File: config.mk
export PLATFORM = sky130hd
export DESIGN_NAME = myc64_i2s_tx_flat
export DESIGN_NICKNAME = d
export VERILOG_FILES = /design/src/rtl/myc64_i2s_tx_if.sv /design/src/rtl/myc64_i2s_tx.sv /design/src/flat_wrapper.sv
export SDC_FILE = /design/constraint.sdc
export NUM_CORES = 1
export LEC_CHECK = 0
export BUFFER_PORTS_ARGS = -buffer_cell sky130_fd_sc_hd__buf_2
export CAP_MARGIN = 0
export CORE_AREA = 5 5 120 122
export CTS_CLUSTER_SIZE = 14
export DETAILED_ROUTE_END_ITERATION = 10
export DIE_AREA = 0 0 125 127
export GPL_ROUTABILITY_DRIVEN = 0
export GPL_TIMING_DRIVEN = 0
export PLACE_DENSITY = 0.77
export SLEW_MARGIN = 20
export SYNTH_ARGS = -nofsm -noshare
export SYNTH_HDL_FRONTEND = slang
export SYNTH_SLANG_ARGS = --single-unit
File: constraint.sdc
create_clock -name clk -period 3.85 [get_ports clk]
set_input_delay 0.1925 -clock clk [delete_from_list [all_inputs] [get_ports clk]]
set_output_delay 0.1925 -clock clk [all_outputs]
set_load 0.02 [all_outputs]
File: src/rtl/myc64_i2s_tx_if.sv
// Stereo PCM sample handshake plus serial DAC pins for myc64_i2s_tx.
// Latency: none (signal bundle only).
// Backpressure: source holds i_valid/i_left/i_right until a cycle with o_ready high.
// Signals: i_enable, i_valid, i_left, i_right (source -> transmitter);
//          o_ready, o_mclk, o_bclk, o_lrclk, o_sdata, o_underrun (transmitter -> source/pins);
//          o_level, o_underrun_cnt only when MYC64_I2S_TX_STATUS_EN is defined.
interface myc64_i2s_tx_if #(
  parameter int SAMPLE_WIDTH = 16
`ifdef MYC64_I2S_TX_STATUS_EN
  , parameter int FIFO_DEPTH = 4
`endif
);
  logic                    i_enable;
  logic                    i_valid;
  logic                    o_ready;
  logic [SAMPLE_WIDTH-1:0] i_left;
  logic [SAMPLE_WIDTH-1:0] i_right;
  logic                    o_mclk;
  logic                    o_bclk;
  logic                    o_lrclk;
  logic                    o_sdata;
  logic                    o_underrun;
`ifdef MYC64_I2S_TX_STATUS_EN
  logic [$clog2(FIFO_DEPTH+1)-1:0] o_level;
  logic [15:0]                     o_underrun_cnt;
`endif

  modport master (
    output i_enable, i_valid, i_left, i_right,
    input  o_ready, o_mclk, o_bclk, o_lrclk, o_sdata, o_underrun
`ifdef MYC64_I2S_TX_STATUS_EN
    , input o_level, o_underrun_cnt
`endif
  );

  modport slave (
    input  i_enable, i_valid, i_left, i_right,
    output o_ready, o_mclk, o_bclk, o_lrclk, o_sdata, o_underrun
`ifdef MYC64_I2S_TX_STATUS_EN
    , output o_level, o_underrun_cnt
`endif
  );
endinterface

File: src/rtl/myc64_i2s_tx.sv
// I2S / left-justified stereo transmitter with a stereo-pair FIFO, MCLK/BCLK/LRCLK by 2^n division.
// Latency: pins are registered one clk behind the frame counter; a pushed pair plays from the next frame start.
// Backpressure: o_ready (registered, = !full) gates pushes; an empty FIFO at frame start raises o_underrun.
// Ports: clk, rst (async, active high); bus (slave modport of myc64_i2s_tx_if) carrying
//        i_enable, i_valid/o_ready, i_left/i_right, o_mclk/o_bclk/o_lrclk/o_sdata, o_underrun.
// Optional build macro MYC64_I2S_TX_STATUS_EN adds o_level and o_underrun_cnt.
// SLOT_WIDTH and FIFO_DEPTH are expected to be powers of two, SLOT_WIDTH >= 2.
module myc64_i2s_tx #(
  parameter int SAMPLE_WIDTH  = 16,
  parameter int SLOT_WIDTH    = 16,
  parameter int MCLK_DIV_LOG2 = 1,
  parameter int BCLK_DIV_LOG2 = 4,
  parameter int FIFO_DEPTH    = 4,
  parameter int FORMAT        = 0,
  parameter int UNDERRUN_ZERO = 1
) (
  input  logic          clk,
  input  logic          rst,
  myc64_i2s_tx_if.slave bus
);
  localparam int K_W   = $clog2(2*SLOT_WIDTH);
  localparam int CW    = BCLK_DIV_LOG2 + K_W;
  localparam int PTR_W = $clog2(FIFO_DEPTH);
  localparam int LVL_W = $clog2(FIFO_DEPTH+1);
  localparam logic [LVL_W-1:0] LVL_FULL = LVL_W'(FIFO_DEPTH);

  logic [CW-1:0]           cntr;
  logic [K_W-1:0]          k;
  logic                    fetch, push, pop, empty;
  logic [LVL_W-1:0]        level, level_nxt;
  logic [PTR_W-1:0]        wr_ptr, rd_ptr;
  logic                    ready_q;
  logic [SAMPLE_WIDTH-1:0] mem_l [FIFO_DEPTH];
  logic [SAMPLE_WIDTH-1:0] mem_r [FIFO_DEPTH];
  logic [SAMPLE_WIDTH-1:0] hold_l, hold_r, hold_l_nxt, hold_r_nxt;
  logic [SLOT_WIDTH-1:0]   shreg, shreg_nxt, load_val;
  logic                    bit_start, slot_start, slot_right, lj_bit;
  logic                    carry_q;
  logic                    mclk_q, bclk_q, lrclk_q, sdata_q, underrun_q;

  // Frame counter: low BCLK_DIV_LOG2 bits time one bit period, upper bits index the bit in the frame.
  always_ff @(posedge clk or posedge rst) begin
    if (rst) begin
      cntr <= '0;
    end else if (bus.i_enable) begin
      cntr <= cntr + CW'(1);
    end else begin
      cntr <= '0;
    end
  end

  assign fetch = bus.i_enable && (cntr == '1);
  assign empty = (level == '0);
  assign push  = bus.i_valid && ready_q;
  assign pop   = fetch && !empty;

  always_comb begin
    level_nxt = level;
    case ({push, pop})
      2'b10:   level_nxt = level + LVL_W'(1);
      2'b01:   level_nxt = level - LVL_W'(1);
      default: level_nxt = level;
    endcase
  end

  // Hold regs carry the pair of the frame now playing; they change only at the frame fetch.
  always_comb begin
    hold_l_nxt = hold_l;
    hold_r_nxt = hold_r;
    if (pop) begin
      hold_l_nxt = mem_l[rd_ptr];
      hold_r_nxt = mem_r[rd_ptr];
    end else if (fetch && (UNDERRUN_ZERO != 0)) begin
      hold_l_nxt = '0;
      hold_r_nxt = '0;
    end
  end

  always_ff @(posedge clk) begin
    if (push) begin
      mem_l[wr_ptr] <= bus.i_left;
      mem_r[wr_ptr] <= bus.i_right;
    end
  end

  always_ff @(posedge clk or posedge rst) begin
    if (rst) begin
      wr_ptr  <= '0;
      rd_ptr  <= '0;
      level   <= '0;
      ready_q <= 1'b1;
      hold_l  <= '0;
      hold_r  <= '0;
    end else begin
      if (push) wr_ptr <= wr_ptr + PTR_W'(1);
      if (pop)  rd_ptr <= rd_ptr + PTR_W'(1);
      level   <= level_nxt;
      ready_q <= (level_nxt != LVL_FULL);
      hold_l  <= hold_l_nxt;
      hold_r  <= hold_r_nxt;
    end
  end

  // Serial path. shreg always produces the left-justified bit order; I2S is the same
  // stream delayed by one bit period through carry_q, which is what makes slot bit 0
  // carry the previous slot's final bit, including across the frame wrap.
  assign k          = cntr[CW-1:BCLK_DIV_LOG2];
  assign bit_start  = bus.i_enable && (cntr[BCLK_DIV_LOG2-1:0] == '0);
  assign slot_right = k[K_W-1];
  assign slot_start = (k[K_W-2:0] == '0);

  always_comb begin
    load_val = '0;
    load_val[SLOT_WIDTH-1 -: SAMPLE_WIDTH] = slot_right ? hold_r : hold_l;
    if (slot_start) begin
      lj_bit    = load_val[SLOT_WIDTH-1];
      shreg_nxt = {load_val[SLOT_WIDTH-2:0], 1'b0};
    end else begin
      lj_bit    = shreg[SLOT_WIDTH-1];
      shreg_nxt = {shreg[SLOT_WIDTH-2:0], 1'b0};
    end
  end

  always_ff @(posedge clk or posedge rst) begin
    if (rst) begin
      shreg      <= '0;
      carry_q    <= 1'b0;
      mclk_q     <= 1'b0;
      bclk_q     <= 1'b0;
      lrclk_q    <= 1'b0;
      sdata_q    <= 1'b0;
      underrun_q <= 1'b0;
    end else begin
      underrun_q <= fetch && empty;
      if (!bus.i_enable) begin
        mclk_q  <= 1'b0;
        bclk_q  <= 1'b0;
        lrclk_q <= 1'b0;
        sdata_q <= 1'b0;
      end else begin
        mclk_q  <= cntr[MCLK_DIV_LOG2-1];
        bclk_q  <= cntr[BCLK_DIV_LOG2-1];
        lrclk_q <= cntr[CW-1];
        if (bit_start) begin
          shreg <= shreg_nxt;
          if (FORMAT == 1) begin
            sdata_q <= lj_bit;
          end else begin
            sdata_q <= carry_q;
            carry_q <= lj_bit;
          end
        end
      end
    end
  end

  assign bus.o_ready    = ready_q;
  assign bus.o_mclk     = mclk_q;
  assign bus.o_bclk     = bclk_q;
  assign bus.o_lrclk    = lrclk_q;
  assign bus.o_sdata    = sdata_q;
  assign bus.o_underrun = underrun_q;

`ifdef MYC64_I2S_TX_STATUS_EN
  logic [15:0] underrun_cnt;

  // Saturating so a long-running stall cannot wrap back to a small count.
  always_ff @(posedge clk or posedge rst) begin
    if (rst) begin
      underrun_cnt <= '0;
    end else if (fetch && empty && (underrun_cnt != 16'hFFFF)) begin
      underrun_cnt <= underrun_cnt + 16'd1;
    end
  end

  assign bus.o_level        = level;
  assign bus.o_underrun_cnt = underrun_cnt;
`endif
endmodule

File: src/flat_wrapper.sv
// flat-port wrapper written by rule: the top's interface ports become plain ports
module myc64_i2s_tx_flat 
#(
  parameter int SAMPLE_WIDTH  = 16,
  parameter int SLOT_WIDTH    = 16,
  parameter int MCLK_DIV_LOG2 = 1,
  parameter int BCLK_DIV_LOG2 = 4,
  parameter int FIFO_DEPTH    = 4,
  parameter int FORMAT        = 0,
  parameter int UNDERRUN_ZERO = 1
)
  (clk, rst, bus_i_enable, bus_i_valid, bus_i_left, bus_i_right, bus_o_ready, bus_o_mclk, bus_o_bclk, bus_o_lrclk, bus_o_sdata, bus_o_underrun);
  myc64_i2s_tx_if #(.SAMPLE_WIDTH(SAMPLE_WIDTH)) bus_i ();
  input  logic clk;
  input  logic rst;
  input wire logic [$bits(bus_i.i_enable)-1:0] bus_i_enable;
  input wire logic [$bits(bus_i.i_valid)-1:0] bus_i_valid;
  input wire logic [$bits(bus_i.i_left)-1:0] bus_i_left;
  input wire logic [$bits(bus_i.i_right)-1:0] bus_i_right;
  output wire logic [$bits(bus_i.o_ready)-1:0] bus_o_ready;
  output wire logic [$bits(bus_i.o_mclk)-1:0] bus_o_mclk;
  output wire logic [$bits(bus_i.o_bclk)-1:0] bus_o_bclk;
  output wire logic [$bits(bus_i.o_lrclk)-1:0] bus_o_lrclk;
  output wire logic [$bits(bus_i.o_sdata)-1:0] bus_o_sdata;
  output wire logic [$bits(bus_i.o_underrun)-1:0] bus_o_underrun;
  assign bus_i.i_enable = bus_i_enable;
  assign bus_i.i_valid = bus_i_valid;
  assign bus_i.i_left = bus_i_left;
  assign bus_i.i_right = bus_i_right;
  assign bus_o_ready = bus_i.o_ready;
  assign bus_o_mclk = bus_i.o_mclk;
  assign bus_o_bclk = bus_i.o_bclk;
  assign bus_o_lrclk = bus_i.o_lrclk;
  assign bus_o_sdata = bus_i.o_sdata;
  assign bus_o_underrun = bus_i.o_underrun;
  myc64_i2s_tx #(.SAMPLE_WIDTH(SAMPLE_WIDTH), .SLOT_WIDTH(SLOT_WIDTH), .MCLK_DIV_LOG2(MCLK_DIV_LOG2), .BCLK_DIV_LOG2(BCLK_DIV_LOG2), .FIFO_DEPTH(FIFO_DEPTH), .FORMAT(FORMAT), .UNDERRUN_ZERO(UNDERRUN_ZERO)) u_core (.clk(clk), .rst(rst), .bus(bus_i));
endmodule
## Word level (Yosys, flattened, before mapping)

Memories as Yosys holds them, arrays and structs flattened.
Index checks and enable logic that the tools add are counted.

| word-level totals | value |
|---|---|
| input bits | 36 |
| memories | 2 |
| register bits | 71 |
| output and inout port bits | 6 |
| memory bits (writable) | 128 |

| cells by class | value |
|---|---|
| equality and inequality tests | 5 |
| reductions and logical operators | 11 |
| add/subtract/negate cells | 5 |
| mux-type cells | 15 |

Memories:

| name | words | width | read ports | clocked after Yosys merged registers in | write ports | line | RTL |
|---|---|---|---|---|---|---|---|
| u_core.mem_l | 4 | 16 | 1 | 0 | 1 | myc64_i2s_tx.sv:33 | `logic [SAMPLE_WIDTH-1:0] mem_l [FIFO_DEPTH];` |
| u_core.mem_r | 4 | 16 | 1 | 0 | 1 | myc64_i2s_tx.sv:34 | `logic [SAMPLE_WIDTH-1:0] mem_r [FIFO_DEPTH];` |

Operators by type and width:

| cell | number |
|---|---|
| 16-bit 2-to-1 mux | 5 |
| 9-bit by 1-bit adder with 9-bit output, second input constant | 1 |
| 9-bit == test, second input constant | 1 |
| 9-bit 2-to-1 mux | 1 |
| 4-bit zero test | 2 |
| 1-bit 2-to-1 mux | 8 |
| 3-bit one-hot mux with 2 select lines | 1 |
| 1-bit logical AND | 5 |
| 2-bit by 1-bit adder with 2-bit output, second input constant | 2 |
| 3-bit by 1-bit adder with 3-bit output, second input constant | 1 |
| 3-bit zero test | 1 |
| 3-bit inequality test, second input constant | 1 |
| 3-bit by 1-bit subtractor with 3-bit output, second input constant | 1 |
| 2-bit by 1-bit == test with 1-bit output, second input constant | 1 |
| 2-bit == test, second input constant | 1 |
| 2-bit by 1-bit inequality test with 1-bit output, second input constant | 1 |
| 2-bit AND reduction | 1 |
| 2-bit nonzero test | 1 |
| 1-bit zero test | 1 |

## Longest topological paths before layout

Gate-level depths: netlist of run 1.

| logic depth | value |
|---|---|
| depth after elaboration | 6 |
| mapped depth | 13 |

## Worst setup path after synthesis of run 1

No wires, ideal clock.

| path | value |
|---|---|
| path kind | register to register |
| start point | register u_core.cntr[0] |
| end point | register u_core.level[2] |
| required time | 3.723 ns |
| slack | 0.864 ns |
| arrival time | 2.859 ns |
| clock period less this slack | 2.986 ns |
| cell stages (with the launch flop) | 14 |
| cells stage by stage | dfrtp_1 > ha_1 > nand3_1 > nor3_1 > ha_1 > o311a_1 > clkbuf_1 > buf_2 > ha_1 > inv_1 > fa_1 > xor2_1 > o21a_1 > or2_2 |

| between the ends | value |
|---|---|
| cells in the longest elaborated chain, start to end | 5 |
| elaborated cells on any way between the ends | 6 |
| those cells by class | 3 x eq/ne; 1 x mux; 2 x reduce/logical |

Ends and longest elaborated chain:

| element | line | RTL |
|---|---|---|
| from (decl) | myc64_i2s_tx.sv:27 | `logic [CW-1:0] cntr;` |
| from (signal assigned) | myc64_i2s_tx.sv:46 | `cntr <= cntr + CW'(1);` |
| 9-bit == test (*) | myc64_i2s_tx.sv:52 | `assign fetch = bus.i_enable && (cntr == '1);` |
| 1-bit logical AND (*) | myc64_i2s_tx.sv:52 |  |
| 1-bit logical AND (*) | myc64_i2s_tx.sv:55 | `assign pop = fetch && !empty;` |
| net u_core.pop | myc64_i2s_tx.sv:29 | `logic fetch, push, pop, empty;` |
| 2-bit by 1-bit == test with 1-bit output / 2-bit == test (equally long branches) | myc64_i2s_tx.sv:59 | `case ({push, pop})` |
| 3-bit one-hot mux with 2 select lines (*) | myc64_i2s_tx.sv:59 |  |
| net u_core.level_nxt[2] | myc64_i2s_tx.sv:30 | `logic [LVL_W-1:0] level, level_nxt;` |
| to (signal assigned) | myc64_i2s_tx.sv:97 | `level <= level_nxt;` |
| to (decl) | myc64_i2s_tx.sv:30 |  |

The timed path passes the listed nets; every way through them passes the cells marked *.
A chain may end at the register's enable or synchronous reset.

## Worst setup path after layout of run 1

Same ends and word-level chain as after synthesis.

==> impl_metrics.py, run 1 <==
metrics = {
    "setup_path": {
        "slowest_delay_ps": 420,
        "required_ps": 4160,
        "crit_path_cell_trace": "ha_1 -> nand3_1 -> nor3_1 -> ha_1 -> o311a_1 -> buf_2 -> ha_1 -> inv_1 -> fa_1 -> xor2_1 -> o21a_1 -> or2_2",
        "crit_type": "reg2reg",
        "crit_path_frequent_cell": "ha_1",
        "startpoint_type": "flop",
        "r2r_cells": 12,
        "endpoint_kind": "flop",
        "worst_path_max_delay_cell": "o311a_1",
        "cp.arrival_ps": 3760,
        "r2r_slack_ps": 400,
        "path_max_fanout": 10,
        "r2r_end": "u_core.level[2]",
        "reg2reg_from": "u_core.cntr[0]",
    },
    "clock_tree": {
        "cts_max_level": 4,
        "insertion_delay_ps": 430,
        "clkSlewWorstSetupHoldPaths_ps": 70,
        "cts_buffer_depth": 2,
        "root_buffer": "clkbuf_16",
        "cts_sinks": 198,
        "numCtsBuffers": 17,
        "cts_tree": "yes",
    },
    "die": {
        "die_h_um": 127,
        "core_region_area_mm2": 0.0131,
        "rows": 42,
        "die_area_mm2": 0.0159,
        "initial_core_util_pct": 58.7,
        "io_pins": 42,
        "die_x_um": 125,
    },
    "routing": {
        "vias_per_cell": 5.72,
        "wl_um": 14100,
        "drt_iter0_drc": 208,
        "wire_per_inst_um": 20.0,
        "final_antenna_net_count": 0,
        "num_vias": 4049,
        "drt_first_pass_iters": 5,
        "drcViolationCount": 0,
    },
    "synthesis": {
        "synth.distinct_cells": 39,
        "ys_seq_area_share_pct": 72.8,
        "yosysTopAreaCellShare_pct": 50.0,
        "synth-seq-cells": 198,
        "synth_area_leaders": "edfxtp_1, dfrtp_1, mux4_2",
        "syn_nets": 467,
        "synth_area_mm2": 0.00769,
        "yosysWarnings": 0,
        "synth_edf_count": 128,
        "ys.flop_type": "edfxtp_1",
        "netlist_instances": 422,
        "avgSynthCellArea_um2": 18.2,
        "yosys.area.top_type": "edfxtp_1",
        "synthArstFlopShare_pct": 35.4,
    },
    "global_routing": {
        "antenna_found_initial": 0,
        "grtUsageMet2_pct": 33.9,
        "grt_pass1_wl_um": 23600,
        "grt.overflow.total": 0,
        "grt_util_met1_pct": 24.3,
        "grt_max_degree": 51,
        "grt_use_met3_pct": 4.05,
        "grt-busiest-layer": "met2",
        "track_usage_pct": 19.5,
        "grt_pass1_vias": 4417,
    },
    "sta": {
        "hold_ws_ps": 82.9,
        "maxSlewHeadroom_pct": 52.9,
        "rsz0062_at_grt": "false",
        "fin_tns_setup_ps": 0,
        "fmax_mhz": 290,
        "fin_crit_sh_pct": 89.5,
        "finalHoldViolCount": 0,
        "finClkSkew_ps": 7.26,
        "slew_viol_final": 0,
        "min_period_ps": 3450,
        "tightestPinTransition_ps": 706,
        "setup_violations": 0,
    },
    "layout": {
        "final_cell_mix": "edfxtp_1, dfrtp_1, buf_2",
        "diodes": 0,
        "layout_commonest_cell": "edfxtp_1",
        "nets": 564,
        "fill_cells": 798,
        "syn_to_final_growth_pct": 18.6,
        "drive_gt1_share_pct": 26.7,
    },
    "min_path": {
        "holdPathEnd": "u_core.cntr[1]",
        "hp-start": "bus_i_enable",
        "holdPathStages": 2,
        "hp-class": "in2reg",
    },
    "power": {
        "peakVddDrop_v": 0.000365,
        "power_density_mw_per_mm2": 545,
        "p_leak_nw": 3.56,
    },
    "run_status": {
        "status": "complete, no violations",
    },
    "place": {
        "dp_hpwl_um": 8950,
        "port_buffers": 41,
    },
    "flow_run": {
        "cap_viol_max_count": 0,
    },
}
-- timing repair --
action                                 in CTS  in global routing
setup endpoints to repair                   0                  1
resized for setup                           0                  0
setup buffers                               0                  0
endpoints found under the hold margin     148                  0
hold buffers                               33                  0
-- worst max-delay path by stage --
stage	startpoint	to	depth (start not counted)
after floorplan	u_core.cntr[0]	u_core.level[2]	13
after global routing	u_core.cntr[0]	u_core.level[2]	12
final	u_core.cntr[0]	u_core.level[2]	12
after detailed placement	u_core.cntr[0]	u_core.level[2]	13
after CTS	u_core.cntr[0]	u_core.level[2]	13
after global placement	u_core.cntr[0]	u_core.level[2]	13
-- power breakdown --
part           switching [W]  leakage, nW  internal [W]  total [W]
clock               0.000772        0.259      0.000895    0.00167
combinational       0.000343         1.17      0.000233   0.000577
sequential          0.000101         2.13       0.00262    0.00272
total                0.00122         3.56       0.00375    0.00497
-- kinds of logic (layout without fill, tap and decap cells) --
logic type               after synthesis  count (layout)  share of synthesized area (%)
AND/OR/NAND/NOR                       53              53                           3.53
flip-flops                           198             198                           72.8
multiplexers                          65              65                           14.0
buffers and inverters                 30             140                           1.68
XOR/XNOR                               7               7                          0.798
adder cells (fa/ha/maj)                9               9                           1.56
AO/OA/AOI/OAI                         60              60                           5.67
-- synth_stat cells (2+ instances only) --
cell and n:
inv_1 8, clkbuf_1 12, dfrtp_1 69, mux2_2 17, mux4_2 32, or2_2 2
nor3_1 2, a21oi_1 4, and2_1 4, buf_2 7, mux2i_1 16, and3_1 4
xor2_1 3, ha_1 8, nand2_1 25, edfxtp_1 128, xnor2_1 4, nand3_1 3
nor2_1 6, o21ai_1 9, a22o_1 32, o21ai_0 10
-- cell type report --
cell class | instances | area [µm²] | area share (%)
flip-flops and latches | 198 | 5600 | 61.4
multi-input cells | 194 | 1970 | 21.6
repair buffers | 79 | 651 | 7.14
clock buffers | 18 | 429 | 4.71
well taps | 176 | 220 | 2.42
clock inverters | 14 | 126 | 1.39
plain buffers | 20 | 91.3 | 1.00
inverters | 9 | 36.3 | 0.398
-- registers in the layout, summed over array words and instances, names as in the netlist --
register	cells
u_core.hold_l	16
u_core.bus.o_bclk	1
u_core.bus.o_mclk	1
u_core.shreg	15
u_core.bus.o_lrclk	1
u_core.wr_ptr	2
u_core.bus.o_ready	1
u_core.mem_r	64
u_core.carry_q	1
u_core.bus.o_sdata	1
u_core.rd_ptr	2
u_core.cntr	9
u_core.level	3
u_core.mem_l	64
u_core.hold_r	16
u_core.bus.o_underrun	1
-- metrics by stage --
stage / total power [W] / worst slack, ps / utilization (%) / instance area (µm²) / std cells
5_1_grt: 0.00517 / 143 / 69.7 / 9120 / 708
6_report: 0.00497 / 405 / 69.7 / 9120 / 708
3_5_place_dp: 0.00332 / 292 / 62.9 / 8230 / 644
2_1_floorplan: 0.00306 / 864 / - / 7690 / 422
4_1_cts: 0.00500 / 259 / 69.7 / 9120 / 709
3_3_place_gp: 0.00322 / 368 / 62.0 / 8110 / 639
-- routing by layer --
layer / up-vias / wire length (µm)
met2: 81 / 7620
li1: 1844 / -
met1: 2105 / 5780
met3: 19 / 466
met5: - / 0
met4: 0 / 266
-- critical path: cells and delay by family, from the launching register on --
family,cells,cell delay [ps]
AOI/OAI and AO/OA,2,600
xor gates and xnor gates,1,170
adders and majority gates,4,1020
buffers and inverters,2,380
DFF,1,410
and+or+nand+nor,3,750
(Power assumes the default switching activity.)
==> run 2: changes to the inputs <==
CORE_AREA = 2 2 117 119   (was 5 5 120 122)
DIE_AREA = 0 0 119 121   (was 0 0 125 127)
==> run 2 against run 1 <==
Effect of this change: utilization up 0.38 points; first-iteration DRC count rose by 6.3%; die area decreased by 9.3%; critical path depth increased by 1; highest routed layer unchanged.
==> impl_metrics.py, run 2 (synthesis results as in run 1) <==
metrics = {
    "global_routing": {
        "grt_max_degree": 41,
        "antenna_found_initial": 0,
        "track_usage_pct": 20.9,
        "grt_pass1_wl_um": 22300,
        "grt_pass1_vias": 4310,
        "grt.overflow.total": 0,
    },
    "layout": {
        "layout_commonest_cell": "edfxtp_1",
        "final_cell_mix": "edfxtp_1, dfrtp_1, buf_2",
        "drive_gt1_share_pct": 27.0,
        "nets": 565,
        "final_cells": 709,
        "diodes": 0,
        "fill_cells": 812,
        "syn_to_final_growth_pct": 19.3,
        "reg_top3": "u_core.mem_l (64), u_core.mem_r (64)",
    },
    "die": {
        "die_area_mm2": 0.0144,
        "io_pins": 42,
        "initial_core_util_pct": 58.7,
        "die_h_um": 121,
        "die_x_um": 119,
        "core_region_area_mm2": 0.0131,
        "rows": 42,
    },
    "power": {
        "p_seq_share_pct": 53.1,
        "peakVddDrop_v": 0.000370,
        "power_density_mw_per_mm2": 558,
        "p_leak_nw": 3.60,
        "p_sw_share_pct": 23.9,
        "internal-power_w": 0.00389,
        "p_sw_w": 0.00122,
        "pwr-share-clk_pct": 35.6,
        "comb_power_share_pct": 11.3,
        "total_power_w": 0.00512,
    },
    "place": {
        "dpl_worst_slack_ps": 301,
        "dp_hpwl_um": 8700,
        "dp_cells": 644,
        "port_buffers": 41,
    },
    "routing": {
        "wl_um": 13800,
        "final_antenna_net_count": 0,
        "drcViolationCount": 0,
        "drt_first_pass_iters": 4,
        "num_vias": 4013,
        "wire_per_inst_um": 19.4,
        "drt_iter0_drc": 221,
        "vias_per_cell": 5.66,
    },
    "clock_tree": {
        "cts_sinks": 198,
        "cts_buffer_depth": 2,
        "insertion_delay_ps": 430,
        "root_buffer": "clkbuf_16",
        "clkSlewWorstSetupHoldPaths_ps": 70,
        "cts_max_level": 4,
        "cts_tree": "yes",
        "numCtsBuffers": 17,
        "post_cts_buffers": 0,
    },
    "sta": {
        "slew_viol_final": 0,
        "setup_violations": 0,
        "maxSlewHeadroom_pct": 53.4,
        "fin_crit_sh_pct": 92.0,
        "fmax_mhz": 282,
        "hold_ws_ps": 86.1,
        "setup_ws_ps": 309,
        "fin_tns_setup_ps": 0,
        "rsz0062_at_grt": "false",
        "tightestPinTransition_ps": 700,
        "finClkSkew_ps": 7.35,
        "min_period_ps": 3540,
        "finalHoldViolCount": 0,
    },
    "flow_run": {
        "cap_viol_max_count": 0,
    },
    "run_status": {
        "status": "complete, no violations",
    },
    "setup_path": {
        "path_max_fanout": 10,
        "startpoint_type": "flop",
        "crit_type": "reg2reg",
        "required_ps": 4160,
        "cp.arrival_ps": 3850,
        "endpoint_kind": "flop",
    },
    "min_path": {
        "hp-class": "in2reg",
    },
}
-- run 2: timing repair --
| item | in CTS | in global routing |
|---|---|---|
| hold buffers | 33 | 0 |
| gates resized for setup | 0 | 0 |
| endpoints found under the hold margin | 158 | 0 |
-- run 2: worst paths after layout --
kind	start	to	slack, ps	cells after the start
max in group asynchronous	rst	u_core.bus.o_ready	2950	4
hold reg to reg	u_core.shreg[14]	u_core.shreg[14]	490	2
setup / recovery	u_core.cntr[0]	u_core.level[2]	310	13
setup reg to reg	u_core.cntr[0]	u_core.level[2]	310	13
hold / removal	bus_i_enable	u_core.bus.o_lrclk	90	2
min in group asynchronous	rst	u_core.bus.o_underrun	310	3
-- run 2: critical path: stages (launching register included) --
cell and delay, ps:
dfrtp_1 420, ha_1 210, nand3_1 150, nor3_1 290
ha_1 220, o311a_1 160, clkbuf_1 370, buf_2 340
ha_1 220, inv_1 60, fa_1 370, xor2_1 160
o21a_1 180, or2_2 290
-- run 2: power groups by stage --
stage	combinational [W]	clock, W	sequential (W)
CTS	0.000591	0.00185	0.00272
floorplan	0.000313	0	0.00274
finish	0.000576	0.00182	0.00272
detailed placement	0.000559	0	0.00276
global route	0.000630	0.00193	0.00274
global placement	0.000470	0	0.00276
-- run 2: cell type report --
class / instances / area, µm² / share of cell area (%)
clock inverter: 14 / 188 / 2.05
buffer: 21 / 95.1 / 1.04
clock buffer: 18 / 429 / 4.68
tap: 176 / 220 / 2.40
multi-input combinational: 194 / 1970 / 21.4
inverter: 9 / 36.3 / 0.396
sequential: 198 / 5600 / 61.1
timing repair buffer: 79 / 636 / 6.93
-- run 2: stage by stage --
stage	util [%]	area, µm²
after global routing	70.1	9170
after floorplan	-	7690
final	70.1	9170
after global placement	62.0	8110
after detailed placement	62.8	8220
after CTS	70.1	9170
-- run 2: routing by layer --
metal	routed length (µm)	track usage (%)	vias up	share of wire, %
met5	0	0	-	0
met4	259	7.74	0	1.9
met3	443	4.75	15	3.2
met2	7500	36.9	77	55
met1	5550	25.3	2075	40
li1	-	-	1846	-
